$ cat src/rtl/mem_arbiter.sv
`default_nettype none
// ============================================================================
// Module   : mem_arbiter
// Purpose  : Two-master round-robin arbiter/sequencer in front of the
//            lomem / pmon / himem memory container.
// Revision : 1.0 - initial release
// ============================================================================
module mem_arbiter #(
    parameter int unsigned WIDTH      = 32,
    parameter int unsigned LOMEM_SIZE = 65536,
    parameter logic [31:0] PMON_BASE  = 32'h0000_F000,
    parameter logic [31:0] HIMEM_BASE = 32'h0001_0000,
    parameter int unsigned HIMEM_SIZE = 65536
) (
    input  logic             clk,
    input  logic             reset,
    input  logic             m0_req,
    input  logic             m0_wen,
    input  logic [31:0]      m0_addr,
    input  logic [WIDTH-1:0] m0_wdata,
    output logic             m0_ack,
    output logic [WIDTH-1:0] m0_rdata,
    output logic             m0_err,
    input  logic             m1_req,
    input  logic             m1_wen,
    input  logic [31:0]      m1_addr,
    input  logic [WIDTH-1:0] m1_wdata,
    output logic             m1_ack,
    output logic [WIDTH-1:0] m1_rdata,
    output logic             m1_err,
    output logic [31:0]      mem_addr,
    output logic [WIDTH-1:0] mem_din,
    output logic             mem_wen,
    output logic             cs_lomem,
    output logic             cs_pmon,
    output logic             cs_himem,
    input  logic [WIDTH-1:0] mem_dout
);

    // Region limits are widened to 33 bits so base+size can never wrap.
    localparam logic [32:0] c_PMON_LO = {1'b0, PMON_BASE};
    localparam logic [32:0] c_PMON_HI = {1'b0, PMON_BASE} + 33'd4096;
    localparam logic [32:0] c_LO_END  = 33'(LOMEM_SIZE);
    localparam logic [32:0] c_HIMEM_LO = {1'b0, HIMEM_BASE};
    localparam logic [32:0] c_HIMEM_HI = {1'b0, HIMEM_BASE} + 33'(HIMEM_SIZE);

    typedef enum logic [1:0] {
        S_IDLE  = 2'd0,
        S_ISSUE = 2'd1,
        S_RESP  = 2'd2
    } state_t;

    state_t             r_state;
    state_t             w_state_nxt;
    logic               r_rr;
    logic               r_gnt;
    logic [31:0]        r_addr;
    logic [WIDTH-1:0]   r_wdata;
    logic               r_wen;
    logic [2:0]         r_cs;      // {lomem, pmon, himem}
    logic               r_err;

    logic               w_grant;
    logic               w_gnt_id;
    logic [31:0]        w_req_addr;
    logic [32:0]        w_a33;
    logic [2:0]         w_cs;
    logic               w_err;
    logic               w_rd_ok;

    assign w_req_addr = w_gnt_id ? m1_addr : m0_addr;
    assign w_a33      = {1'b0, w_req_addr};

    // pmon overrides lomem, lomem overrides himem; anything else is an error.
    always_comb begin
        w_cs  = 3'b000;
        w_err = 1'b0;
        if (w_a33 >= c_PMON_LO && w_a33 < c_PMON_HI) begin
            w_cs = 3'b010;
        end else if (w_a33 < c_LO_END) begin
            w_cs = 3'b100;
        end else if (HIMEM_SIZE != 0 && w_a33 >= c_HIMEM_LO && w_a33 < c_HIMEM_HI) begin
            w_cs = 3'b001;
        end else begin
            w_err = 1'b1;
        end
    end

    always_ff @(posedge clk or posedge reset) begin
        if (reset) begin
            r_state <= S_IDLE;
            r_rr    <= 1'b1;
            r_gnt   <= 1'b0;
            r_addr  <= '0;
            r_wdata <= '0;
            r_wen   <= 1'b0;
            r_cs    <= 3'b000;
            r_err   <= 1'b0;
        end else begin
            r_state <= w_state_nxt;
            if (w_grant) begin
                r_rr    <= w_gnt_id;
                r_gnt   <= w_gnt_id;
                r_addr  <= w_req_addr;
                r_wdata <= w_gnt_id ? m1_wdata : m0_wdata;
                r_wen   <= w_gnt_id ? m1_wen : m0_wen;
                r_cs    <= w_cs;
                r_err   <= w_err;
            end
        end
    end

    assign w_rd_ok = ~r_wen & ~r_err;

    always_comb begin
        w_state_nxt = r_state;
        w_grant     = 1'b0;
        w_gnt_id    = 1'b0;
        mem_addr    = '0;
        mem_din     = '0;
        mem_wen     = 1'b0;
        cs_lomem    = 1'b0;
        cs_pmon     = 1'b0;
        cs_himem    = 1'b0;
        m0_ack      = 1'b0;
        m0_err      = 1'b0;
        m0_rdata    = '0;
        m1_ack      = 1'b0;
        m1_err      = 1'b0;
        m1_rdata    = '0;
        case (r_state)
            S_IDLE: begin
                if (m0_req && m1_req) begin
                    w_grant  = 1'b1;
                    w_gnt_id = ~r_rr;
                end else if (m0_req) begin
                    w_grant  = 1'b1;
                    w_gnt_id = 1'b0;
                end else if (m1_req) begin
                    w_grant  = 1'b1;
                    w_gnt_id = 1'b1;
                end
                if (w_grant) begin
                    w_state_nxt = S_ISSUE;
                end
            end
            S_ISSUE: begin
                mem_addr    = r_addr;
                mem_din     = r_wdata;
                mem_wen     = r_wen & ~r_err;
                cs_lomem    = r_cs[2];
                cs_pmon     = r_cs[1];
                cs_himem    = r_cs[0];
                w_state_nxt = S_RESP;
            end
            S_RESP: begin
                if (r_gnt) begin
                    m1_ack   = 1'b1;
                    m1_err   = r_err;
                    m1_rdata = w_rd_ok ? mem_dout : '0;
                end else begin
                    m0_ack   = 1'b1;
                    m0_err   = r_err;
                    m0_rdata = w_rd_ok ? mem_dout : '0;
                end
                w_state_nxt = S_IDLE;
            end
            default: begin
                w_state_nxt = S_IDLE;
            end
        endcase
    end

endmodule
`default_nettype wire

$ cat config.mk
export PLATFORM = sky130hd
export DESIGN_NAME = mem_arbiter
export DESIGN_NICKNAME = d
export VERILOG_FILES = /design/src/rtl/mem_arbiter.sv
export SDC_FILE = /design/constraint.sdc
export NUM_CORES = 1
export LEC_CHECK = 0
export CAP_MARGIN = 20
export CORE_AREA = 5 5 114 116
export CTS_CLUSTER_SIZE = 25
export DETAILED_ROUTE_END_ITERATION = 12
export DIE_AREA = 0 0 119 121
export PLACE_DENSITY = 0.82
export SLEW_MARGIN = 40
export SYNTH_ARGS = -nofsm -noshare
export SYNTH_HDL_FRONTEND = slang
export SYNTH_SLANG_ARGS = --single-unit
$ cat constraint.sdc
create_clock -name clk -period 3.8 [get_ports clk]
set_clock_uncertainty 0.15 [all_clocks]
set_input_delay 0.38 -clock clk [delete_from_list [all_inputs] [get_ports clk]]
set_output_delay 0.38 -clock clk [all_outputs]
set_load 0.03 [all_outputs]
## Word level (Yosys, flattened, before mapping)

Index checks and enable logic that the tools add are counted.

| cells by class | value |
|---|---|
| magnitude comparators | 4 |
| equal/unequal tests | 3 |
| muxes and demuxes | 38 |
| bitwise gates (word level) | 5 |
| reduce and logical (&&, ||, !) cells | 4 |

Operators by type and width:

| operator | count |
|---|---|
| $mux 32 | 9 |
| $ge 32x16->1 const B | 1 |
| $ge 32x17->1 const B | 1 |
| $lt 32x17->1 const B | 1 |
| $lt 32x18->1 const B | 1 |
| $mux 1 | 25 |
| $mux 3 | 2 |
| $pmux 2 s2 | 1 |
| $logic_and 1x1->1 | 3 |
| $not 1->1 | 3 |
| $and 1x1->1 | 2 |
| $eq 2x1->1 const B | 1 |
| $eq 2x2->1 const B | 1 |
| $logic_not 2->1 | 1 |
| $mux 2 | 1 |
| $ne 2x1->1 const B | 1 |

| word-level totals | value |
|---|---|
| register bits after elaboration | 73 |
| input bits | 166 |
| output and inout bits | 136 |
| logic and storage cells | 62 |

## Depth between registers and ports, before layout

Gate-level depths: netlist of the first run.

| logic depth | value |
|---|---|
| depth after elaboration | 10 |
| depth in mapped cells | 7 |

## Worst setup path before layout of the first run

No wires, ideal clock.

| path | value |
|---|---|
| kind | reg-to-output |
| start | register r_state[1] |
| end | output m0_rdata[23] |
| arrival time | 1.688 ns |
| slack | 1.582 ns |
| cell stages (with the launch flop) | 4 |
| path buffers | 1 |
| path through | dfrtp_1 > nor3b_1 > clkbuf_1 > and3_1 |

| between the ends | value |
|---|---|
| cells in the longest elaborated chain, start to end | 2 |

RTL lines:

| item | RTL line | RTL |
|---|---|---|
| start: declaration | 53 | `state_t r_state;` |
| start signal: assignment | 100 | `r_state <= w_state_nxt;` |
| $eq 2x2->1 | 131 | `case (r_state)` |
| $mux 32 | 131 |  |
| end: declaration | 22 | `output logic [WIDTH-1:0] m0_rdata,` |

No other way between the ends.

## Worst setup path in the final report of the first run

| path | value |
|---|---|
| start | register r_state[0] |
| end | output mem_din[3] |

| between the ends | value |
|---|---|
| cells in the longest elaborated chain, start to end | 2 |

RTL lines:

| item | RTL line | RTL |
|---|---|---|
| $eq 2x1->1 | 131 |  |
| $mux 32 | 131 |  |
| end: declaration | 32 | `output logic [WIDTH-1:0] mem_din,` |

No other way between the ends.

==> flow_metrics.env, run 1 <==
export IMPL_grt_ovfl_total=0
export IMPL_design_die_area_um2=14400
export IMPL_fmax_mhz=322
export IMPL_power_density_nw_per_um2=603
export IMPL_cts_buffers=9
export IMPL_cts_sinks=73
export IMPL_r2r_end="r_cs[0]"
export IMPL_place_port_buffers=301
export IMPL_irDropWorstVdd_v=0.000401
export IMPL_num_nets_final=928
export IMPL_grt_start_max_net_pins=74
export IMPL_slew_viol_final=0
export IMPL_ys_warn_count=0
export IMPL_ys_seq_area_frac=0.438
export IMPL_p_leak_nw=3.24
export IMPL_r2r_start="r_rr"
export IMPL_slew_headroom=0.552
export IMPL_die_y_um=121
export IMPL_clk_pin_slew_ps=60
export IMPL_min_from="r_addr[7]"
export IMPL_synth_edff_count=0
export IMPL_cp_slowest_stage_delay_ps=680
export IMPL_gp_congestion=0.885
export IMPL_rsz0062_at_grt="no"
export IMPL_netlist_area_leader_share=0.432
export IMPL_min_delay_path_depth=2
export IMPL_worst_slack_ps=691
export IMPL_drt_pre_antenna_iters=4
export IMPL_grt_pass1_wl_mm=25.1
export IMPL_via_per_inst=5.05
export IMPL_cts_buffer_depth=2
export IMPL_worstHoldEndpoint="r_addr[7]"
export IMPL_critical_path_top_delay_family="buffers and inverters"
export IMPL_io_pins=302
export IMPL_critPathBufInv=2
export IMPL_synthFlopType="dfrtp_1"
export IMPL_cp_max_fo=35
export IMPL_cts_max_level=3
export IMPL_synth_seq_cells=73
export IMPL_cp_end_kind="output port"
export IMPL_async_reset_ff_frac=1.00
export IMPL_multi_input_area_um2=2160
export IMPL_postCtsHoldBufs=0
export IMPL_crit_chain="nor2b_4, buf_4, and2_1, clkdlybuf4s50_1"
export IMPL_synthCells=487
export IMPL_cp_data_arrival_time_ps=2580
export IMPL_postRouteAntennaNets=0
export IMPL_min_period_over_period=0.818
export IMPL_track_usage=0.215
export IMPL_area_growth_pct=82.1
export IMPL_rr_worst_depth=6
export IMPL_clk_insertion_delay_late_ps=320
export IMPL_dp_final_hpwl_mm=12.7
export IMPL_n_antenna_cell=0
export IMPL_status="finished clean"
export IMPL_ff2ff_setup_slack_ps=1800
export IMPL_place_ws_ps=982
export IMPL_yosys_top_cells_count="dfrtp_1 (72), and2_1 (69), nand2_1 (68)"
export IMPL_drt_first_iter_violations=231
export IMPL_core_area_um2=11800
export IMPL_cap_violations=0
export IMPL_syn_num_nets=653
export IMPL_setup_viol=0
export IMPL_dr_total_vias=4613
export IMPL_yosys_area_top_type="dfrtp_1"
export IMPL_tightest_slew_ps=671
export IMPL_synthTopCellsByArea="dfrtp_1 (43%), and2_1 (10%), and3_1 (9.6%), o22ai_1 (6.8%), o21ai_0 (6.5%)"
export IMPL_synth_most_common_cell="dfrtp_1"
export IMPL_hp_class="reg -> reg"
export IMPL_grt_pass1_vias=4739
export IMPL_hold_viol=0
export IMPL_remaining_drc_errors=0
export IMPL_antenna_found_initial=0
export IMPL_synth_area_um2=4170
export IMPL_yosysUniqueCellTypes=26
export IMPL_fill_cells=945
export IMPL_cp_start_kind="flop"
export IMPL_avgSynthCellArea_um2=8.56
export IMPL_cts_resized=0
export IMPL_die_x_um=119
export IMPL_min_period_ps=3110
export IMPL_rows=40
export IMPL_drt_wl_total_mm=16.3
export IMPL_required_ps=3270
export IMPL_cp_slowest_cell="clkdlybuf4s50_1"
export IMPL_start_util=0.353
export IMPL_avgRoutedWirePerCell_um=17.8
export IMPL_cts_setup_buffers=0
export IMPL_tns_ps=0
export IMPL_root_buffer="clkbuf_16"
export IMPL_cts_tree="yes"
export IMPL_drive_gt1_frac=0.0456
export IMPL_path_class="reg -> out"
export IMPL_seq_area_um2=1830
per-layer routing:
metal  up-vias  track usage  part of all wire
li1       2272            -                 -
met1      2127        0.248              0.39
met5         -            0                 0
met2       186        0.388              0.51
met3        28       0.0625             0.073
met4         0       0.0608             0.022
power breakdown:
part | switching (mW) | total (mW) | internal (mW) | leakage [nW]
registers | 0.198 | 1.35 | 1.15 | 0.899
logic | 1.39 | 2.38 | 0.994 | 2.20
clock network | 0.320 | 0.850 | 0.530 | 0.142
total | 1.91 | 4.58 | 2.67 | 3.24
cells by family (layout without fill, tap and decap cells):
group | after synthesis | after routing | synth area share
and+or+nand+nor | 224 | 224 | 0.296
AOI/OAI and AO/OA | 117 | 117 | 0.158
DFF | 73 | 73 | 0.438
buffers and inverters | 49 | 329 | 0.0489
muxes | 24 | 24 | 0.0582
placed cells by master, fill, tap and decap left out, drive strengths merged, types with 2 or more instances in the layout:
| master | netlist | layout |
|---|---|---|
| dfrtp | 72 | 72 |
| nand2 | 68 | 68 |
| nand4 | 4 | 4 |
| mux2 | 2 | 2 |
| inv | 2 | 3 |
| and3b | 2 | 2 |
| o21ai | 66 | 66 |
| clkdlybuf4s50 | 0 | 301 |
| clkbuf | 35 | 11 |
| nor2b | 3 | 3 |
| nor2 | 4 | 4 |
| o22ai | 45 | 45 |
| and3 | 64 | 64 |
| mux2i | 22 | 22 |
| buf | 12 | 10 |
| and2 | 69 | 69 |
| nor3 | 3 | 3 |
| clkinvlp | 0 | 2 |
| nor4 | 6 | 6 |
| o31ai | 3 | 3 |
| a21o | 2 | 2 |
registers in the layout, summed over array words and instances (netlist names):
register	flops
r_addr	32
r_cs	3
r_rr	1
r_err	1
r_state	2
r_wdata	32
r_wen	1
r_gnt	1
worst max path at each step:
| stage | start | end | slack [ps] | cells after the start |
|---|---|---|---|---|
| global placement | r_state[0] | m1_rdata[11] | 1040 | 3 |
| CTS | r_state[0] | mem_din[14] | 630 | 4 |
| finish | r_state[0] | mem_din[3] | 690 | 4 |
| floorplan | reset | r_addr[0] | 1420 | 1 |
| global route | r_state[0] | mem_din[3] | 500 | 4 |
| detailed placement | r_state[0] | mem_din[14] | 980 | 4 |
cell type report:
cell class / count / share of cell area
clock buffer: 11 / 0.0320
clock inverter: 5 / 0.00824
inverter: 2 / 0.000989
multi-input combinational: 365 / 0.285
sequential: 73 / 0.241
tap: 147 / 0.0242
timing repair buffer: 311 / 0.409
per-stage QoR:
step	area [um^2]	hold WS (ps)	power [mW]	util	std cells
2_1_floorplan	4170	290	2.79	-	487
3_3_place_gp	7280	304	3.68	0.617	898
3_5_place_dp	7290	312	3.77	0.617	898
4_1_cts	7590	325	4.64	0.643	914
5_1_grt	7590	342	4.90	0.643	914
6_report	7590	319	4.58	0.643	914
worst min-delay path: stages, from the launching register on:
cell	delay, ps
dfrtp_1	330
nand2_1	40
o21ai_0	50
Power figures use the tool's default switching activity.
==> run 2: changes to the inputs <==
Settings changed: CORE_AREA 5 5 114 116 to default, CORE_ASPECT_RATIO from default to 2, CORE_MARGIN from default to 5, CORE_UTILIZATION from default to 32, DIE_AREA 0 0 119 121 to default, PLACE_DENSITY 0.82 to 0.78.
Clock period 3.8 ns to 2.8 ns, I/O delays scaled along.
==> run 2 against run 1 <==
Net effect:
- wire length is 5.8% higher
- clock power is 34% higher
- via count is 2.1% higher
- final cell count is 0.88% higher
- register-to-register slack worse by 810 ps
- first-iteration DRC count is 42% lower
- total power is 38% higher
- die area is 8.0% higher
==> flow_metrics.env, run 2 (synthesized netlist as in run 1, its figures left out) <==
export IMPL_status="finished clean"
export IMPL_slew_headroom=0.623
export IMPL_via_per_inst=5.11
export IMPL_cp_slowest_cell="clkdlybuf4s50_1"
export IMPL_io_pins=302
export IMPL_rows=59
export IMPL_remaining_drc_errors=0
export IMPL_critical_path_top_delay_family="buffers and inverters"
export IMPL_irDropWorstVdd_v=0.000658
export IMPL_die_y_um=171
export IMPL_cts_buffers=9
export IMPL_seq_area_um2=1830
export IMPL_crit_path_start="r_state[1]"
export IMPL_grt_ovfl_total=0
export IMPL_total_power_mw=6.31
export IMPL_cp_data_arrival_time_ps=2240
export IMPL_setup_viol=0
export IMPL_fill_cells=1146
export IMPL_crit_chain="nor3b_2, buf_4, and3_1, clkdlybuf4s50_1"
export IMPL_min_period_over_period=0.953
export IMPL_grt_start_max_net_pins=65
export IMPL_final_common_cell="clkdlybuf4s50_1"
export IMPL_clk_insertion_delay_late_ps=320
export IMPL_power_density_nw_per_um2=827
export IMPL_tns_ps=0
export IMPL_start_util=0.323
export IMPL_clk_pin_slew_ps=50
export IMPL_required_ps=2370
export IMPL_hp_class="in -> async"
export IMPL_postCtsHoldBufs=0
export IMPL_drive_gt1_frac=0.0481
export IMPL_postRouteAntennaNets=0
export IMPL_n_antenna_cell=0
export IMPL_rsz0062_at_grt="no"
export IMPL_cp_start_kind="flop"
export IMPL_drt_wl_total_mm=17.2
export IMPL_grt_pass1_vias=4753
export IMPL_fmax_mhz=375
export IMPL_multi_input_area_um2=2160
export IMPL_antenna_found_initial=0
export IMPL_drt_first_iter_violations=133
export IMPL_cp_max_fo=34
export IMPL_gp_congestion=0.868
export IMPL_dr_total_vias=4708
export IMPL_cts_buffer_depth=2
export IMPL_critPathBufInv=2
export IMPL_core_area_um2=12900
export IMPL_path_class="reg -> out"
export IMPL_place_port_buffers=301
export IMPL_dp_final_hpwl_mm=14.0
export IMPL_cts_tree="yes"
export IMPL_tightest_slew_ps=564
export IMPL_cp_end_kind="output port"
export IMPL_track_usage=0.207
export IMPL_avgRoutedWirePerCell_um=18.7
export IMPL_cts_max_level=3
export IMPL_drt_pre_antenna_iters=4
export IMPL_cp_slowest_stage_delay_ps=720
export IMPL_min_period_ps=2670
export IMPL_cts_sinks=73
export IMPL_die_x_um=90.7
export IMPL_cts_setup_buffers=0
export IMPL_r2r_start="r_rr"
export IMPL_hold_viol=0
export IMPL_cap_violations=0
export IMPL_p_leak_nw=3.27
export IMPL_num_nets_final=932
export IMPL_reg_top3="r_addr x32, r_wdata x32, r_cs x3"
export IMPL_area_growth_pct=83.1
export IMPL_design_die_area_um2=15500
export IMPL_root_buffer="clkbuf_16"
export IMPL_hold_slack_ps=166
export IMPL_slew_viol_final=0
export IMPL_grt_pass1_wl_mm=25.4
export IMPL_layout_common_cells="clkdlybuf4s50_1 (301), dfrtp_1 (72), and2_1 (69)"
## run 2: cell count changes in the layout (fill, tap and decap cells not counted)
cell        change
inv_2           -1
clkinv_4        -1
clkbuf_8        +1
clkinv_2        +3
clkinvlp_4      -2
and3b_1         +1
and3b_2         -1
inv_6           -1
buf_12          +1
buf_4           +3
## run 2: report_power, final
| group | internal (mW) | switching, mW | leakage (nW) |
|---|---|---|---|
| combinational | 1.39 | 1.94 | 2.22 |
| clock | 0.730 | 0.406 | 0.148 |
| sequential | 1.56 | 0.282 | 0.899 |
## run 2: through the flow
step	utilization	std cells	area [um^2]	setup WS (ps)
after CTS	0.591	922	7630	55.3
after floorplan	-	487	4170	518
after global placement	0.568	907	7330	490
final	0.591	922	7630	132
after detailed placement	0.568	907	7330	409
after global routing	0.591	922	7630	32.3
## run 2: layout make-up
class | count | area share
sequential | 73 | 0.239
multi-input combinational | 365 | 0.283
tap | 152 | 0.0249
clock buffer | 12 | 0.0336
inverter | 2 | 0.00115
timing repair buffer | 315 | 0.412
clock inverter | 3 | 0.00525
## run 2: routing by layer
| layer | GRT usage | vias up | routed length, um |
|---|---|---|---|
| li1 | - | 2275 | - |
| met1 | 0.201 | 2197 | 5870 |
| met2 | 0.413 | 202 | 9780 |
| met3 | 0.0394 | 34 | 1020 |
| met4 | 0.0875 | 0 | 580 |
| met5 | 0 | - | 0 |
## run 2: what timing repair did
item,4_1_cts,5_1_grt
hold endpoints to repair,0,0
gates resized for setup,0,1
endpoints found under the setup margin,0,18
## run 2: worst paths after layout
check                         endpoint  slack (ps)  cells past startpoint
max                        m0_rdata[0]         130                      4
min                         r_addr[11]         170                      2
max reg2reg                r_wdata[19]         990                      4
min reg2reg                 r_addr[21]         320                      2
max in group asynchronous         r_rr        1660                      3
min in group clk            r_addr[21]         320                      2
